`config.mk`:
```
export PLATFORM = sky130hd
export DESIGN_NAME = sd_init_sequencer
export DESIGN_NICKNAME = d
export VERILOG_FILES = /design/src/rtl/sd_pkg.sv /design/src/rtl/sd_seq_timer.sv /design/src/rtl/sd_init_sequencer.sv
export SDC_FILE = /design/constraint.sdc
export NUM_CORES = 1
export LEC_CHECK = 0
export BUFFER_PORTS_ARGS = -buffer_cell sky130_fd_sc_hd__buf_4
export CAP_MARGIN = 30
export CORE_AREA = 3 3 102 104
export DETAILED_ROUTE_END_ITERATION = 12
export DIE_AREA = 0 0 105 107
export GPL_TIMING_DRIVEN = 0
export PLACE_DENSITY = 0.73
export SETUP_SLACK_MARGIN = 0.5
export SLEW_MARGIN = 20
export SYNTH_ARGS = -nofsm -noshare
export SYNTH_HDL_FRONTEND = slang
export SYNTH_HIERARCHICAL = 1
export SYNTH_SLANG_ARGS = --single-unit
```
`constraint.sdc`:
```
create_clock -name clk -period 2.1 [get_ports clk]
set_clock_uncertainty 0.15 [all_clocks]
set_input_delay 0.21 -clock clk [delete_from_list [all_inputs] [get_ports clk]]
set_output_delay 0.21 -clock clk [all_outputs]
set_load 0.02 [all_outputs]
```
`src/rtl/sd_pkg.sv`:
```
// Shared definitions for the SD card-initialisation sequencer: command
// constants, response/error/state encodings and the per-state command lookup.
package sd_pkg;

  localparam int unsigned TMR_W = 16;

  localparam logic [5:0] IDX_CMD0   = 6'd0;
  localparam logic [5:0] IDX_CMD8   = 6'd8;
  localparam logic [5:0] IDX_CMD55  = 6'd55;
  localparam logic [5:0] IDX_ACMD41 = 6'd41;
  localparam logic [5:0] IDX_CMD2   = 6'd2;
  localparam logic [5:0] IDX_CMD3   = 6'd3;

  localparam logic [31:0] ARG_NONE      = 32'h0000_0000;
  localparam logic [31:0] ARG_CMD8      = 32'h0000_01AA;
  localparam logic [31:0] ARG_ACMD41_V1 = 32'h00FF_8000;
  localparam logic [31:0] ARG_ACMD41_V2 = 32'h40FF_8000;
  localparam logic [11:0] CMD8_ECHO     = 12'h1AA;

  typedef enum logic [1:0] {
    RESP_NONE = 2'd0,
    RESP_48   = 2'd1,
    RESP_136  = 2'd2
  } resp_type_e;

  typedef enum logic [2:0] {
    ERR_NONE         = 3'd0,
    ERR_CMD8_ECHO    = 3'd1,
    ERR_CMD55_TO     = 3'd2,
    ERR_ACMD41_RETRY = 3'd3,
    ERR_ACMD41_TO    = 3'd4,
    ERR_CMD2_TO      = 3'd5,
    ERR_CMD3_TO      = 3'd6,
    ERR_RCA_ZERO     = 3'd7
  } err_e;

  typedef enum logic [3:0] {
    ST_IDLE,
    ST_POWERUP,
    ST_CMD0,
    ST_CMD8,
    ST_CMD55,
    ST_ACMD41,
    ST_CMD2,
    ST_CMD3,
    ST_GAP,
    ST_DONE,
    ST_ERROR
  } st_e;

  typedef enum logic {
    PH_ISSUE,
    PH_WAIT
  } phase_e;

  typedef struct packed {
    logic [5:0]  index;
    logic [31:0] arg;
    resp_type_e  rtype;
  } cmd_t;

  // Command fields presented when a CMD state starts its ISSUE phase.
  function automatic cmd_t cmd_for(input st_e s, input logic v2);
    cmd_t c;
    c.index = IDX_CMD0;
    c.arg   = ARG_NONE;
    c.rtype = RESP_48;
    case (s)
      ST_CMD0:   c.rtype = RESP_NONE;
      ST_CMD8: begin
        c.index = IDX_CMD8;
        c.arg   = ARG_CMD8;
      end
      ST_CMD55:  c.index = IDX_CMD55;
      ST_ACMD41: begin
        c.index = IDX_ACMD41;
        c.arg   = v2 ? ARG_ACMD41_V2 : ARG_ACMD41_V1;
      end
      ST_CMD2: begin
        c.index = IDX_CMD2;
        c.rtype = RESP_136;
      end
      ST_CMD3:   c.index = IDX_CMD3;
      default: ;
    endcase
    return c;
  endfunction

endpackage

```
`src/rtl/sd_seq_timer.sv`:
```
// Loadable down-counter with a zero flag; holds at zero once expired.
module sd_seq_timer #(
  parameter int unsigned W = 16
) (
  input  logic         clk,
  input  logic         rst,
  input  logic         load,
  input  logic [W-1:0] load_val,
  output logic         zero
);

  logic [W-1:0] count;

  always_ff @(posedge clk) begin
    if (rst) begin
      count <= '0;
    end else if (load) begin
      count <= load_val;
    end else if (count != '0) begin
      count <= count - 1'b1;
    end
  end

  assign zero = (count == '0);

endmodule

```
`src/rtl/sd_init_sequencer.sv`:
```
// SD-mode card initialisation: CMD0, CMD8, CMD55/ACMD41 polling, CMD2, CMD3,
// driving the command engine over valid/ready and decoding its responses.
module sd_init_sequencer
  import sd_pkg::*;
#(
  parameter int unsigned POWERUP_CYCLES = 1024,
  parameter int unsigned GAP_CYCLES     = 8,
  parameter int unsigned ACMD41_RETRIES = 1000
) (
  input  logic        clk,
  input  logic        rst,
  input  logic        start,
  output logic        busy,
  output logic        done,
  output logic        error,
  output logic [2:0]  err_code,
  output logic        card_v2,
  output logic        ccs,
  output logic [15:0] rca,
  output logic        clk_fast_en,
  output logic        cmd_valid,
  input  logic        cmd_ready,
  output logic [5:0]  cmd_index,
  output logic [31:0] cmd_arg,
  output logic [1:0]  cmd_resp_type,
  input  logic        resp_valid,
  input  logic        resp_timeout,
  input  logic [31:0] resp_data
);

  st_e         state;
  st_e         gap_target;
  phase_e      phase;
  err_e        err_q;
  logic [15:0] retry_cnt;

  logic             tmr_load;
  logic [TMR_W-1:0] tmr_val;
  logic             tmr_zero;

  st_e  issue_tgt;
  cmd_t issue_cmd;

  logic dec_fire;
  err_e dec_err;
  st_e  dec_target;

  logic unused_resp;
  assign unused_resp = ^resp_data[15:12];

  assign err_code = err_q;

  // The timer is reloaded in every state that does not count, so it already
  // holds the right span on the edge that enters POWERUP or GAP.
  assign tmr_load = !(state == ST_POWERUP || state == ST_GAP);
  assign tmr_val  = (state inside {ST_IDLE, ST_DONE, ST_ERROR}) ?
                    TMR_W'(POWERUP_CYCLES) : TMR_W'(GAP_CYCLES);

  sd_seq_timer #(.W(TMR_W)) u_timer (
    .clk      (clk),
    .rst      (rst),
    .load     (tmr_load),
    .load_val (tmr_val),
    .zero     (tmr_zero)
  );

  assign issue_tgt = (state == ST_POWERUP) ? ST_CMD0 : gap_target;
  assign issue_cmd = cmd_for(issue_tgt, card_v2);

  // Response decode for the WAIT phase; a timeout overrides a coincident valid.
  always_comb begin
    dec_fire   = 1'b0;
    dec_err    = ERR_NONE;
    dec_target = ST_IDLE;
    if (phase == PH_WAIT && (resp_valid || resp_timeout)) begin
      dec_fire = 1'b1;
      case (state)
        ST_CMD0: begin
          if (resp_timeout) dec_fire = 1'b0;
          else              dec_target = ST_CMD8;
        end
        ST_CMD8: begin
          if (resp_timeout || resp_data[11:0] == CMD8_ECHO) dec_target = ST_CMD55;
          else                                               dec_err    = ERR_CMD8_ECHO;
        end
        ST_CMD55: begin
          if (resp_timeout) dec_err    = ERR_CMD55_TO;
          else              dec_target = ST_ACMD41;
        end
        ST_ACMD41: begin
          if (resp_timeout)                                   dec_err    = ERR_ACMD41_TO;
          else if (resp_data[31])                             dec_target = ST_CMD2;
          else if (retry_cnt + 16'd1 == 16'(ACMD41_RETRIES)) dec_err    = ERR_ACMD41_RETRY;
          else                                                dec_target = ST_CMD55;
        end
        ST_CMD2: begin
          if (resp_timeout) dec_err    = ERR_CMD2_TO;
          else              dec_target = ST_CMD3;
        end
        ST_CMD3: begin
          if (resp_timeout)                 dec_err    = ERR_CMD3_TO;
          else if (resp_data[31:16] == '0)  dec_err    = ERR_RCA_ZERO;
          else                              dec_target = ST_DONE;
        end
        default: dec_fire = 1'b0;
      endcase
    end
  end

  always_ff @(posedge clk) begin
    if (rst) begin
      state         <= ST_IDLE;
      gap_target    <= ST_IDLE;
      phase         <= PH_ISSUE;
      err_q         <= ERR_NONE;
      retry_cnt     <= '0;
      busy          <= 1'b0;
      done          <= 1'b0;
      error         <= 1'b0;
      card_v2       <= 1'b0;
      ccs           <= 1'b0;
      rca           <= '0;
      clk_fast_en   <= 1'b0;
      cmd_valid     <= 1'b0;
      cmd_index     <= '0;
      cmd_arg       <= '0;
      cmd_resp_type <= '0;
    end else begin
      done <= 1'b0;
      case (state)
        ST_IDLE, ST_DONE, ST_ERROR: begin
          if (start) begin
            error       <= 1'b0;
            err_q       <= ERR_NONE;
            card_v2     <= 1'b0;
            ccs         <= 1'b0;
            rca         <= '0;
            clk_fast_en <= 1'b0;
            retry_cnt   <= '0;
            busy        <= 1'b1;
            state       <= ST_POWERUP;
          end
        end
        ST_POWERUP, ST_GAP: begin
          if (tmr_zero) begin
            state         <= issue_tgt;
            phase         <= PH_ISSUE;
            cmd_valid     <= 1'b1;
            cmd_index     <= issue_cmd.index;
            cmd_arg       <= issue_cmd.arg;
            cmd_resp_type <= issue_cmd.rtype;
          end
        end
        default: begin
          if (phase == PH_ISSUE) begin
            if (cmd_valid && cmd_ready) begin
              cmd_valid <= 1'b0;
              phase     <= PH_WAIT;
            end
          end else if (dec_fire) begin
            if (state == ST_CMD8)
              card_v2 <= !resp_timeout && (resp_data[11:0] == CMD8_ECHO);
            if (state == ST_ACMD41 && !resp_timeout) begin
              if (resp_data[31]) ccs       <= resp_data[30] & card_v2;
              else               retry_cnt <= retry_cnt + 16'd1;
            end
            if (state == ST_CMD3 && !resp_timeout)
              rca <= resp_data[31:16];

            if (dec_err != ERR_NONE) begin
              state <= ST_ERROR;
              error <= 1'b1;
              err_q <= dec_err;
              busy  <= 1'b0;
            end else if (dec_target == ST_DONE) begin
              state       <= ST_DONE;
              done        <= 1'b1;
              clk_fast_en <= 1'b1;
              busy        <= 1'b0;
            end else begin
              state      <= ST_GAP;
              gap_target <= dec_target;
            end
          end
        end
      endcase
    end
  end

endmodule

```
# Yosys cells after proc, flatten, opt, wreduce, memory -nomap -nowiden

Cells that the tools add are included.

Register bits: 107
Input port bits: 38
Output and inout port bits: 66
Logic and storage cells: 184

$add $sub $neg: 2
Equal/unequal tests: 25
Muxes and demuxes: 88
Bitwise gates (word level): 8
Reductions and logical operators: 44

Operators with widths:

| operator                                           | count |
|---|---|
| two-way mux 16 bit                                 | 10 |
| one-hot mux 16 bit (2 select lines)                | 2 |
| one-hot mux 31 bit (2 select lines)                | 1 |
| two-way mux 3 bit                                  | 15 |
| == test 4 x 3 -> 1 bit, second input constant      | 8 |
| zero test 16 bit                                   | 2 |
| two-way mux 4 bit                                  | 8 |
| two-way mux 1 bit                                  | 31 |
| two-way mux 31 bit                                 | 1 |
| one-hot mux 6 bit (5 select lines)                 | 1 |
| AND reduction 5 bit                                | 5 |
| one-hot mux 4 bit (6 select lines)                 | 1 |
| AND reduction 6 bit                                | 3 |
| nonzero test 2 bit                                 | 9 |
| adder 16 x 1 -> 16 bit, second input constant      | 1 |
| == test 16 x 10 -> 1 bit, second input constant    | 1 |
| == test 4 x 2 -> 1 bit, second input constant      | 4 |
| == test 4 bit, second input constant               | 4 |
| one-hot mux 1 bit (2 select lines)                 | 8 |
| nonzero test 16 bit                                | 1 |
| subtractor 16 x 1 -> 16 bit, second input constant | 1 |
| one-hot mux 3 bit (5 select lines)                 | 1 |
| nonzero test 3 bit                                 | 5 |
| == test 12 x 9 -> 1 bit, second input constant     | 1 |
| 20 further kinds                                   | 43 |

# Logic depth before layout (Yosys ltp)

Depth in word-level cells: 13
Depth in mapped cells: 10
Gate-level depth less buffers: 10

# Cells and area by module

The synthesis kept the hierarchy.

By module, submodules not included:

| module            | instances | cells each | area each (um2) | sequential area each (um2) |
|---|---|---|---|---|
| sd_init_sequencer | 1         | 409        | 3,387.0         | 1,221.2 |
| sd_seq_timer      | 1         | 112        | 902.1           | 320.3 |

# Worst setup path before layout

No wires, ideal clock.

Kind: register -> register
Start point: register retry_cnt[0]
End point: register state[1]
Setup time: 0.058 ns
Arrival time: 1.972 ns
Data required time: 1.892 ns
Setup slack: -0.081 ns
Stages on the path, launching flop included: 10
Path buffers: 1
Clock period less this slack: 2.181 ns
Path through: dfxtp_1 -> ha_1 -> and2_0 -> buf_2 -> nor4bb_1 -> o211ai_1 -> nor3_1 -> nand4b_1 -> nand3b_2 -> o221a_2

Word-level cells in the longest chain between the ends: 12

RTL lines:

| item                               | line                     | source |
|---|---|---|
| start, declared                    | sd_init_sequencer.sv:35  | `logic [15:0] retry_cnt;` |
| start signal, assigned             | sd_init_sequencer.sv:165 | `else retry_cnt <= retry_cnt + 16'd1;` |
| adder 16 x 1 -> 16 bit             | sd_init_sequencer.sv:93  | `else if (retry_cnt + 16'd1 == 16'(ACMD41_RETRIES)) dec_err = ERR_ACMD41_RETRY;` |
| == test 16 x 10 -> 1 bit           | sd_init_sequencer.sv:93  |  |
| two-way mux 2 bit                  | sd_init_sequencer.sv:93  |  |
| two-way mux 2 bit                  | sd_init_sequencer.sv:92  | `else if (resp_data[31]) dec_target = ST_CMD2;` |
| two-way mux 3 bit                  | sd_init_sequencer.sv:91  | `if (resp_timeout) dec_err = ERR_ACMD41_TO;` |
| one-hot mux 3 bit (5 select lines) | sd_init_sequencer.sv:77  | `case (state)` |
| two-way mux 3 bit                  | sd_init_sequencer.sv:75  | `if (phase == PH_WAIT && (resp_valid \|\| resp_timeout)) begin` |
| nonzero test 3 bit                 | sd_init_sequencer.sv:170 | `if (dec_err != ERR_NONE) begin` |
| two-way mux 2 bit                  | sd_init_sequencer.sv:170 |  |
| two-way mux 4 bit                  | sd_init_sequencer.sv:160 | `end else if (dec_fire) begin` |
| two-way mux 4 bit                  | sd_init_sequencer.sv:155 | `if (phase == PH_ISSUE) begin` |
| one-hot mux 4 bit (2 select lines) | sd_init_sequencer.sv:130 | `case (state)` |
| end signal, assigned               | sd_init_sequencer.sv:146 | `state <= issue_tgt;` |
| end, declared                      | sd_init_sequencer.sv:31  | `st_e state;` |

No other way between the ends. The select of a mux whose other input is x is not followed.
A chain may end at the register's enable or synchronous reset.

# Final worst setup path

Start point: register retry_cnt[1]
End point: register gap_target[0]

Word-level cells in the longest chain between the ends: 10
Elaborated cells between the ends (all ways): 17
Those cells by class: 1 x add/sub; 2 x eq/ne; 10 x mux; 2 x bitwise; 2 x reduce/logical

RTL lines:

| item                                                                                     | line                                               | source |
|---|---|---|
| adder 16 x 1 -> 16 bit (*)                                                               | sd_init_sequencer.sv:93                            |  |
| == test 16 x 10 -> 1 bit (*)                                                             | sd_init_sequencer.sv:93                            |  |
| two-way mux 3 bit or two-way mux 2 bit (tied branches)                                   | sd_init_sequencer.sv:93                            |  |
| two-way mux 3 bit or two-way mux 2 bit (tied branches)                                   | sd_init_sequencer.sv:92                            |  |
| two-way mux 3 bit                                                                        | sd_init_sequencer.sv:91                            |  |
| one-hot mux 4 bit (6 select lines) or one-hot mux 3 bit (5 select lines) (tied branches) | sd_init_sequencer.sv:77                            |  |
| two-way mux 4 bit or two-way mux 3 bit (tied branches)                                   | sd_init_sequencer.sv:75                            |  |
| == test 4 bit or nonzero test 3 bit (tied branches)                                      | sd_init_sequencer.sv:175, sd_init_sequencer.sv:170 |  |
| NOT 1 bit (no source line)                                                               | --                                                 |  |
| AND reduction 5 bit (no source line) (*)                                                 | --                                                 |  |
| end signal, assigned                                                                     | sd_init_sequencer.sv:182                           | `gap_target <= dec_target;` |
| end, declared                                                                            | sd_init_sequencer.sv:32                            | `st_e gap_target;` |

Every way passes the cells marked *; elsewhere a longest branch is shown, timed or not.

==> impl_metrics.ini <==
[cells_and_area]
postLayoutCellArea_um2 = 7600
regArea_um2 = 1580
fillers = 569
finalNonFillerCells = 904
drive_above_1_share_pct = 54.6
multi_input_area_um2 = 3280
area_growth_pct = 77.2
diodes = 0
nets = 807

[sta]
finalSetupViolCount = 36
slew_headroom_pct = 46.3
worst_pin_slew_ps = 805
fmax_ghz = 0.447
slew_viol_final = 0
fin_crit_ps = 2240
min_period_over_period_pct = 107
fin_ws_ps = -139
hold_violations = 0
rsz0062_at_grt = true

[synth]
ys_types = 68
ys_seq_elements = 77
mappedNetlistArea_um2 = 4290
yosys.area.top_type = dfxtp_1
synth_async_sr_flop_share_pct = 0
synth_top_area_share_pct = 35.9
ys.flop_type = dfxtp_1
synthTopCellsByArea = dfxtp_1, nor2_1, buf_4, a21oi_1, mux2i_1
synthCells = 521
yosysSeqAreaShare_pct = 35.9
syn_avg_cell_area_um2 = 8.23
synth_edf_count = 0
synth_warnings = 6

[setup_path]
worstSetupPathType = reg -> reg
crit_path_start_kind = flop
arrival_ps = 2340
cp_max_fo = 8
critPathSlowestCell = dfxtp_4
critPathCaptureType = flop
cp_common_cell = buf_4
cp_cell_sequence = ha_4, and2_0, buf_4, buf_4, a21oi_1, nor3_2, nand4b_1, nand3b_4, o31a_1
path_buf_inv = 2
max_stage_delay_ps = 370
cp_top_family = compound AO/OA/AOI/OAI gates
required_ps = 2200

[die]
die-width_um = 105
core_area_um2 = 9640
dieArea_um2 = 11200
rows = 36
top_level_ports = 104
start_util_pct = 44.5
die-height_um = 107

[detailed_routing]
num_vias = 5093
wirelength_um = 17000
drtAntennaViolNets = 0
route.detailed.drc = 0
via_per_inst = 5.63
wl_per_cell_um = 18.8
first_pass_iters = 5
drt-initial-drc-count = 403

[power]
power_density_nw_per_um2 = 526
p_leak_nw = 3.34
ir_worst_vdd_uv = 453

[min_path]
hp-class = in -> reg

[global_routing]
grt_start_max_net_pins = 13
grt_usage_pct = 26.0
overflow = 0
grt_pass1_vias = 4856
antenna_found_initial = 0
grt_pass1_wl_um = 23800

[clocking]
htreeDepth = 3
path_clk_slew_ps = 80
cts_buffers = 9
cts-root-buf = clkbuf_8
insertion_delay_ps = 350
cts_tree = built
clock-sinks = 77
cts_buffer_depth = 2

[placement]
place_area_um2 = 5490
dpl.hpwl_um = 8780
io_buffers = 81
dp.cells = 765
place.gp.congestion = 0.882

[run_status]
violations = setup timing
status = complete, but fails checks

[job]
cap_violations = 0
==> power breakdown <==
part	switching (W)	leakage [nW]	total (W)	internal, W
clock network	0.000539	0.0937	0.00107	0.000527
logic	0.000676	2.61	0.00136	0.000680
registers	0.0000694	0.635	0.00158	0.00151
total	0.00128	3.34	0.00400	0.00272
==> stage by stage <==
stage	util, %	hold WS, ps	setup TNS [ps]	total power (W)	worst slack [ps]
after floorplan	-	204	0	0.00214	83.6
after global placement	57.0	296	-1180	0.00230	-157
after detailed placement	57.0	300	-2020	0.00232	-244
after CTS	73.6	3.67	-79.1	0.00372	-44.8
after global routing	78.8	20.7	-4570	0.00414	-193
final	78.8	0.197	-1920	0.00400	-139
==> per-layer routing <==
| layer | GRT usage (%) | up-vias | part of all wire, % |
|---|---|---|---|
| met1 | 29.8 | 2439 | 37 |
| li1 | - | 2328 | - |
| met2 | 48.6 | 265 | 53 |
| met5 | 0 | - | 0 |
| met3 | 3.61 | 61 | 6.2 |
| met4 | 10.4 | 0 | 3.4 |
==> registers in the layout (all words and copies together), names as in the netlist, 2 cells and up <==
name           count
state              4
cmd_resp_type      2
cmd_arg            3
cmd_index          5
err_code           3
retry_cnt         16
u_timer/count     16
rca               16
gap_target         4
==> area by class of cell <==
cell class | instances | share of cell area [%]
multi-input cells | 402 | 43.2
repair buffers | 203 | 23.4
flip-flops and latches | 77 | 20.8
plain buffers | 61 | 7.23
clock buffers | 15 | 2.32
well taps | 133 | 2.19
inverters | 12 | 0.741
clock inverters | 1 | 0.0659
==> what timing repair did <==
| action | CTS | global route |
|---|---|---|
| gates resized for setup | 154 | 66 |
| endpoints found under the setup margin | 75 | 77 |
| endpoints found under the hold margin | 13 | 0 |
| hold buffers | 13 | 0 |
| cloned | 7 | 1 |
| pin swaps | 58 | 37 |
| setup buffers | 74 | 28 |
==> worst reg2reg max path: cells and delay by family (launching register included) <==
family                   cells  cell delay [ps]
AO/OA/AOI/OAI                2              580
adder cells (fa/ha/maj)      1              160
flip-flops                   1              370
AND/OR/NAND/NOR              4              570
buffers and inverters        2              300
==> layout by cell type (no fill, tap or decap), drive strengths merged, types with 7 or more instances in the layout <==
master       Yosys  final
a21oi           39     39
and3             8      8
buf             44    233
clkbuf          17     33
conb             1     31
dfxtp           77     77
dlygate4sd3      0     13
inv             12     11
mux2i           19     19
nand2           35     36
nand3           13     13
nand4           13     13
nor2            68     68
nor3            23     23
nor4             9      9
o21ai           25     25
xnor2            7      7
xor2            10     10
==> cells in the mapped netlist (all sizes together) (2+ instances only) <==
master / count
o211ai: 4
nor4b: 6
nor2: 68
a311oi: 4
a211oi: 5
or4: 2
nand4b: 5
clkbuf: 17
o211a: 6
nor3b: 5
o21a: 2
or2: 5
a32oi: 2
and3: 8
buf: 44
nor4bb: 4
nand3: 13
inv: 12
ha: 3
nor3: 23
xnor2: 7
a21o: 2
a21oi: 39
nor2b: 3
nand2b: 5
and2: 4
dfxtp: 77
a31oi: 6
o31a: 5
o21ai: 25
mux2i: 19
nand4: 13
a22oi: 6
nor4: 9
xor2: 10
and4: 2
nand2: 35
==> logic make-up (layout without fill, tap and decap cells) <==
logic type                 Yosys count  in the layout  share of synthesized area (%)
and+or+nand+nor                    214            215                           27.0
AOI/OAI and AO/OA                  116            116                           18.0
DFF                                 77             77                           35.9
buffers and inverters               73            292                           9.80
muxes                               20             20                           4.70
xor gates and xnor gates            17             17                           3.65
adders and majority gates            3              3                          0.875
other                                1             31                         0.0874
==> final timing paths <==
kind,slack [ps],start,endpoint,depth (start not counted)
setup reg to reg,-140,retry_cnt[1]$_SDFFE_PP0P_,gap_target[0]$_SDFFE_PP0P_,9
hold / removal,0.2,resp_data[31],rca[15]$_SDFFE_PP0P_,3
hold reg to reg,330,error$_SDFFE_PP0P_,error$_SDFFE_PP0P_,1
setup / recovery,-140,retry_cnt[1]$_SDFFE_PP0P_,gap_target[0]$_SDFFE_PP0P_,9
No activity file was read; power rests on OpenSTA's default activity.
